[src/rtl/router_pkt_source.sv]
// router_pkt_source: upstream packet formatter for the 1x3 router ingress.
// Takes a (dest, len) command and len payload bytes, buffers the whole payload,
// then emits header, payload (pkt_valid=1) and parity (pkt_valid=0) as one
// unbroken burst so payload-side stalls never look like a parity cycle.
// Optional build macro PKT_SRC_PARITY_INJECT_EN adds corrupt_par, which makes
// the parity cycle carry the inverted parity for that packet.
module router_pkt_source #(
   parameter int LEN_W    = 6,
   parameter int IDLE_GAP = 0
) (
   input  logic             clock,
   input  logic             reset,
   input  logic             cmd_valid,
   output logic             cmd_ready,
   input  logic [1:0]       cmd_dest,
   input  logic [LEN_W-1:0] cmd_len,
`ifdef PKT_SRC_PARITY_INJECT_EN
   input  logic             corrupt_par,
`endif
   input  logic             pl_valid,
   output logic             pl_ready,
   input  logic [7:0]       pl_data,
   input  logic             busy,
   output logic             pkt_valid,
   output logic [7:0]       pkt_data,
   output logic             pkt_done,
   output logic             src_busy
);
   localparam logic [2:0] S_IDLE = 3'd0;
   localparam logic [2:0] S_LOAD = 3'd1;
   localparam logic [2:0] S_WAIT = 3'd2;
   localparam logic [2:0] S_HDR  = 3'd3;
   localparam logic [2:0] S_PAY  = 3'd4;
   localparam logic [2:0] S_PAR  = 3'd5;
   localparam logic [2:0] S_GAP  = 3'd6;
   localparam int DEPTH = 2**LEN_W;
   localparam int GAP_W = (IDLE_GAP > 1) ? $clog2(IDLE_GAP) : 1;

   logic [2:0]       state;
   logic [1:0]       dest_q;
   logic [LEN_W-1:0] len_q;
   logic [LEN_W-1:0] wr_ptr;
   logic [LEN_W-1:0] rd_ptr;
   logic [7:0]       par_q;
   logic [GAP_W-1:0] gap_cnt;
   logic [7:0]       mem [DEPTH];
   logic [7:0]       hdr;
   logic [7:0]       par_out;
   logic             cmd_acc;
   logic             pl_acc;

   // Header byte is {len,dest}; the router format assumes LEN_W+2 == 8.
   assign hdr     = 8'({len_q, dest_q});
   assign cmd_acc = cmd_valid && cmd_ready;
   assign pl_acc  = pl_valid && pl_ready;

`ifdef PKT_SRC_PARITY_INJECT_EN
   logic corrupt_q;
   // Corruption request is captured with the command and applied only on the parity byte.
   always_ff @(posedge clock or posedge reset) begin
      if (reset)        corrupt_q <= 1'b0;
      else if (cmd_acc) corrupt_q <= corrupt_par;
   end
   assign par_out = par_q ^ {8{corrupt_q}};
`else
   assign par_out = par_q;
`endif

   // Payload buffer; pointers restart at 0 every packet so no wrap handling is needed.
   always_ff @(posedge clock) begin
      if (pl_acc) mem[wr_ptr] <= pl_data;
   end

   // Packet FSM; every output is registered alongside the state it belongs to.
   always_ff @(posedge clock or posedge reset) begin
      if (reset) begin
         state     <= S_IDLE;
         dest_q    <= '0;
         len_q     <= '0;
         wr_ptr    <= '0;
         rd_ptr    <= '0;
         par_q     <= '0;
         gap_cnt   <= '0;
         cmd_ready <= 1'b0;
         pl_ready  <= 1'b0;
         pkt_valid <= 1'b0;
         pkt_data  <= 8'h00;
         pkt_done  <= 1'b0;
         src_busy  <= 1'b0;
      end else begin
         pkt_done <= 1'b0;
         case (state)
            S_IDLE: begin
               if (cmd_acc) begin
                  dest_q    <= cmd_dest;
                  len_q     <= cmd_len;
                  par_q     <= 8'({cmd_len, cmd_dest});
                  wr_ptr    <= '0;
                  rd_ptr    <= '0;
                  cmd_ready <= 1'b0;
                  src_busy  <= 1'b1;
                  if (cmd_len != '0) begin
                     state    <= S_LOAD;
                     pl_ready <= 1'b1;
                  end else begin
                     state <= S_WAIT;
                  end
               end else begin
                  cmd_ready <= 1'b1;
               end
            end
            S_LOAD: begin
               if (pl_acc) begin
                  wr_ptr <= wr_ptr + LEN_W'(1);
                  par_q  <= par_q ^ pl_data;
                  if (wr_ptr == len_q - LEN_W'(1)) begin
                     pl_ready <= 1'b0;
                     state    <= S_WAIT;
                  end
               end
            end
            S_WAIT: begin
               if (!busy) begin
                  state     <= S_HDR;
                  pkt_valid <= 1'b1;
                  pkt_data  <= hdr;
               end
            end
            S_HDR, S_PAY: begin
               // rd_ptr counts payload bytes already placed on the bus.
               if (rd_ptr == len_q) begin
                  state     <= S_PAR;
                  pkt_valid <= 1'b0;
                  pkt_data  <= par_out;
                  pkt_done  <= 1'b1;
               end else begin
                  state    <= S_PAY;
                  pkt_data <= mem[rd_ptr];
                  rd_ptr   <= rd_ptr + LEN_W'(1);
               end
            end
            S_PAR: begin
               pkt_data <= 8'h00;
               if (IDLE_GAP != 0) begin
                  state   <= S_GAP;
                  gap_cnt <= '0;
               end else begin
                  state     <= S_IDLE;
                  cmd_ready <= 1'b1;
                  src_busy  <= 1'b0;
               end
            end
            S_GAP: begin
               if (gap_cnt == GAP_W'(IDLE_GAP - 1)) begin
                  state     <= S_IDLE;
                  cmd_ready <= 1'b1;
                  src_busy  <= 1'b0;
               end else begin
                  gap_cnt <= gap_cnt + GAP_W'(1);
               end
            end
            default: begin
               state     <= S_IDLE;
               pl_ready  <= 1'b0;
               pkt_valid <= 1'b0;
               pkt_data  <= 8'h00;
               src_busy  <= 1'b0;
            end
         endcase
      end
   end
endmodule

[config.mk]
export PLATFORM = sky130hd
export DESIGN_NAME = router_pkt_source
export DESIGN_NICKNAME = d
export VERILOG_FILES = /design/src/rtl/router_pkt_source.sv
export SDC_FILE = /design/constraint.sdc
export NUM_CORES = 1
export LEC_CHECK = 0
export ABC_AREA = 1
export BUFFER_PORTS_ARGS = -buffer_cell sky130_fd_sc_hd__buf_2
export CORE_MARGIN = 2
export CORE_UTILIZATION = 40
export CTS_CLUSTER_SIZE = 14
export DETAILED_ROUTE_END_ITERATION = 8
export PLACE_DENSITY = 0.57
export SETUP_SLACK_MARGIN = 0.4
export SYNTH_ARGS = -nofsm -noshare
export SYNTH_HDL_FRONTEND = slang
export SYNTH_SLANG_ARGS = --single-unit
export TNS_END_PERCENT = 20
[constraint.sdc]
create_clock -name clock -period 2.7 [get_ports clock]
set_input_delay 0.54 -clock clock [delete_from_list [all_inputs] [get_ports clock]]
set_output_delay 0.54 -clock clock [all_outputs]
set_load 0.005 [all_outputs]
# Yosys cells after proc, flatten, opt, wreduce, memory -nomap -nowiden
# Memories as Yosys holds them, arrays and structs flattened.
# Index checks and enable logic that the tools add are counted.
# totals
register_bits	45
ramBits	512
input_bits	21
out_inout_bits	13
word_cells	98
mem_count	1
# classes
add_sub_neg	4
eq_ne	16
mux	38
n_bitwise	5
reduce_logical	21
# memory_table
name	depth	word_bits	read_ports	rd_ports_with_merged_regs	write_ports	line_no	rtl
mem	64	8	1	0	1	46	logic [7:0] mem [DEPTH];
# op_table
operator	count
8-bit two-way mux	4
6-bit one-hot mux with 2 select lines	2
8-bit one-hot mux with 3 select lines	1
6-bit two-way mux	3
1-bit two-way mux	16
2-bit inequality test (second input constant)	8
8-bit one-hot mux with 2 select lines	1
3-bit two-way mux	5
3-bit one-hot mux with 5 select lines	1
6-bit by 1-bit adder with 6-bit output (second input constant)	2
6-bit == test	2
1-bit one-hot mux with 3 select lines	4
3-bit AND reduction	4
5-bit AND reduction	2
3-bit == test (second input constant)	3
4-bit OR reduction	2
8-bit XOR	1
3-bit by 2-bit == test with 1-bit output (second input constant)	2
2-bit AND reduction	3
6-bit nonzero test	1
6-bit by 1-bit subtractor with 6-bit output (second input constant)	1
5-bit OR reduction	1
1-bit NOT	4
2-bit nonzero test	2
other kinds (8)	9

# Longest topological paths before layout
# logic_depth
depth_word	5
mapped_depth	17
depth_no_buf	14

# Least setup slack after synthesis
# Ideal clock, no wire load.
# synth_timing
path_type	flip-flop to flip-flop
from	register wr_ptr[0]
to	memory mem[15][0] (enable)
setup_ps	370
t_arrival_ps	1504
t_required_ps	2330
path_slack_ps	826
stages_incl_launch_ff	6
path_buffers	1
synth_period_minus_slack_ps	1874
cell_sequence	dfrtp_1 > clkbuf_1 > inv_1 > nor3_1 > nand2_1 > nor2_1
# synth_rtl
item	line_no	rtl
start, declared	42	logic [LEN_W-1:0] wr_ptr;
start signal, assigned	114	wr_ptr <= wr_ptr + LEN_W'(1);
end, declared	46	
# No word-level cell before the write port.

# Worst setup path in the final report
# layout_timing
from	register rd_ptr[0]
to	register pkt_data[4]
# layout_between
elab_chain_len	3
word_cells_on_any_way	4
cone_classes	1 x eq/ne; 2 x mux; 1 x memory
# layout_lines
item	line_no	rtl
start, declared	43	logic [LEN_W-1:0] rd_ptr;
start signal, assigned	139	rd_ptr <= rd_ptr + LEN_W'(1);
memory read 64 x 8 bit / 6-bit == test (equally long branches)	--	
8-bit two-way mux (*)	131	if (rd_ptr == len_q) begin
8-bit one-hot mux with 3 select lines (*)	92	case (state)
end signal, assigned	126	pkt_data <= hdr;
end signal, assigned	134	pkt_data <= par_out;
end signal, assigned	138	pkt_data <= mem[rd_ptr];
end, declared	25	output logic [7:0] pkt_data,
# Every way passes the cells marked *; elsewhere a longest branch is shown, timed or not.
# A chain may end at the register's enable or synchronous reset.

==> impl_metrics.ini <==
[outcome]
outcome = finished clean

[timing]
fmax_mhz = 451
setup_violations = 0
rsz0062_at_grt = true
maxSlewViolCount = 0
finalCritPeriodShare_pct = 82.1
slew_headroom_pct = 53.9
hold_violations = 0
setup_ws_ps = 484
final.min_clock_period_ps = 2220
fin_setup_tns_ps = 0
worst_pin_slew_ps = 690
fin_skew_ps = 23.2

[synth]
synth_area_per_cell_um2 = 10.1
synth_edf_count = 512
ys_ff_latch = 557
yosysWarningCount = 0
syn_nets = 2421
synth_cell_types = 35
synthArstFlopShare_pct = 8.08
synthesis.area_um2 = 24200
yosysSeqAreaShare_pct = 68.2
ys.flop_type = edfxtp_1
synthCells = 2397

[floorplanning]
die_x_um = 250
rows = 90
start_util_pct = 40.2
io_pins = 34
die_y_um = 250
core_area_um2 = 60100
dieArea_um2 = 62500

[setup_path]
cp_slowest_cell = dfrtp_4
cp_data_required_time_ps = 3210
worst_setup_path_end_kind = flip-flop
arrival_ps = 2730
crit_chain = buf_12 > inv_16 > buf_12 > nand2_1 > nand3_1 > nand2_1 > nand2_1 > nand2_1 > nor2_1 > nand2_1 > nand3_1 > nand2_1 > nand2_1 > nand2_1 > nand2_1 > nand2_1
cp_max_fo = 33
critical_path.most_common_cell = nand2_1
worst_path_largest_cell_delay_ps = 500
critPathLaunchType = flip-flop
crit_type = reg2reg
crit_buf_inv = 3
crit_family = simple AND/OR/NAND/NOR gates

[detailed_routing]
wirelength_um = 68900
final_antenna_net_count = 0
num_vias = 17200
via_per_inst = 5.14
dr.pass1.iters = 6
wl_per_cell_um = 20.5
drcViolationCount = 0
drtIter0Drc = 1748

[global_routing]
grt_max_degree = 118
gr-usage-all-layers_pct = 21.1
grt_pass1_vias = 16300
grt_pass1_wl_um = 99700
antenna_found_initial = 0
grt_overflow = 0

[final_layout]
fin_nets = 2549
syn_to_final_growth_pct = 17.0
layoutNonFillerInstCount = 3352
multi_input_area_um2 = 6320
design_area_um2 = 28300
final_util_pct = 47.1
layout-drive-gt1-share_pct = 11.3
fill_cells = 5625
diodes = 0
seq_area_um2 = 16500

[placed_design]
dpl_cell_area_um2 = 26000
pre_cts_ws_ps = 370
gp_congestion = 0.882
dp_hpwl_um = 41300
place_inst = 3229
io_buffers = 33

[clock_network]
numCtsBuffers = 59
cts_sinks = 557
clk_latency_ps = 620
cts-root-buf = clkbuf_16
cts_tree = built
cts.path.max_buffers = 3
htree_num_levels = 2
path_clk_slew_ps = 60

[min_path]
min_path_type = in2async

[power]
power_density_nw_per_um2 = 950
peakVddDrop_mv = 0.697
leakagePower_nw = 11.5

[job]
drv_cap = 0
## through the flow
| step | hold slack (ps) | total power (W) |
|---|---|---|
| final | 25.0 | 0.0269 |
| after detailed placement | 455 | 0.0182 |
| after CTS | 15.2 | 0.0262 |
| after global routing | 61.1 | 0.0282 |
| after global placement | 456 | 0.0182 |
| after floorplan | 440 | 0.0153 |
## cell type report
| cell class | instances | share of cell area (%) |
|---|---|---|
| inverter | 242 | 3.29 |
| multi-input combinational | 1485 | 22.3 |
| sequential | 557 | 58.3 |
| clock buffer | 71 | 5.45 |
| clock inverter | 35 | 1.16 |
| tap | 782 | 3.46 |
| timing repair buffer | 179 | 5.95 |
| timing repair inverter | 1 | 0.0310 |
## registers in the layout, summed over array words and instances (netlist names)
register / flops
len_q: 6
pl_ready: 1
cmd_ready: 1
pkt_done: 1
pkt_valid: 1
rd_ptr: 6
wr_ptr: 6
state: 3
dest_q: 2
src_busy: 1
mem: 512
par_out: 8
gap_cnt: 1
pkt_data: 8
## metal layers
metal	global-route usage (%)	vias to the layer above	share of wire, %
met2	32.9	593	46
li1	-	8143	-
met1	29.9	8367	44
met3	3.67	117	7.0
met5	0	-	0
met4	7.37	0	3.3
## cell families (layout without fill, tap and decap cells)
family | count (synthesis) | after routing | synth area share (%)
adders and majority gates | 3 | 3 | 0.155
AOI/OAI and AO/OA | 168 | 168 | 3.64
xor gates and xnor gates | 12 | 12 | 0.434
buffers and inverters | 355 | 528 | 5.91
and+or+nand+nor | 1302 | 1302 | 21.7
DFF | 557 | 557 | 68.2
## power by group
part / internal, W / switching (W)
Combinational: 0.00280 / 0.00612
Sequential: 0.00974 / 0.000279
Clock: 0.00461 / 0.00333
## what timing repair did
item                                    CTS  global route
gates cloned                              0             9
hold buffers                              0             0
resized for setup                         3            28
setup buffers                             0             8
pin swaps                                 0             2
endpoints found under the setup margin    2            18
## Yosys cell counts, drive strengths merged, types with 5 or more instances
| cell | instances | share of area [%] |
|---|---|---|
| a21oi | 42 | 0.87 |
| a22oi | 8 | 0.25 |
| buf | 59 | 1.3 |
| clkbuf | 54 | 0.84 |
| clkinv | 5 | 0.078 |
| dfrtp | 45 | 4.7 |
| edfxtp | 512 | 64 |
| inv | 237 | 3.7 |
| nand2 | 776 | 12 |
| nand3 | 234 | 4.8 |
| nor2 | 269 | 4.2 |
| nor3 | 9 | 0.21 |
| o21ai | 108 | 2.2 |
| o22ai | 5 | 0.13 |
| or2 | 9 | 0.23 |
| xor2 | 9 | 0.33 |
## cells in the final DEF, fill, tap and decap left out, types with 3 or more instances in the layout
| cell type | n |
|---|---|
| o21ai_1 | 5 |
| buf_2 | 33 |
| buf_16 | 7 |
| clkbuf_16 | 66 |
| o21ai_0 | 103 |
| bufinv_16 | 6 |
| buf_4 | 117 |
| xor2_1 | 9 |
| clkinvlp_4 | 4 |
| nor2_4 | 3 |
| buf_12 | 13 |
| inv_1 | 231 |
| nand2_1 | 774 |
| nand4_1 | 3 |
| clkinv_1 | 21 |
| a21oi_1 | 42 |
| nand3_1 | 231 |
| dfrtp_1 | 43 |
| clkinv_2 | 8 |
| nand3_2 | 3 |
| clkbuf_1 | 11 |
| edfxtp_1 | 512 |
| nor2_1 | 260 |
| inv_2 | 3 |
| o22ai_1 | 5 |
| or2_2 | 9 |
| nor3_1 | 8 |
| a22oi_1 | 8 |
| ha_1 | 3 |
| xnor2_1 | 3 |
| nor2_2 | 6 |
## final timing paths
path	slack (ps)	depth (start not counted)	to	from
worst max-delay path	480	16	pkt_data[4]	rd_ptr[0]
worst min-delay path	30	2	wr_ptr[2]	reset
worst max register to register	480	16	pkt_data[4]	rd_ptr[0]
worst min register to register	480	2	dest_q[1]	dest_q[1]
max in group asynchronous	1970	3	state[2]	reset
min in group clock	150	3	dest_q[1]	cmd_dest[1]
## worst reg2reg max path: stages (launching register included)
cell and delay [ps]:
dfrtp_4 500, buf_12 170, inv_16 150, buf_12 220, nand2_1 90, nand3_1 120
nand2_1 80, nand2_1 50, nand2_1 50, nor2_1 250, nand2_1 90, nand3_1 90
nand2_1 50, nand2_1 50, nand2_1 50, nand2_1 50, nand2_1 50
Power figures use the tool's default switching activity.
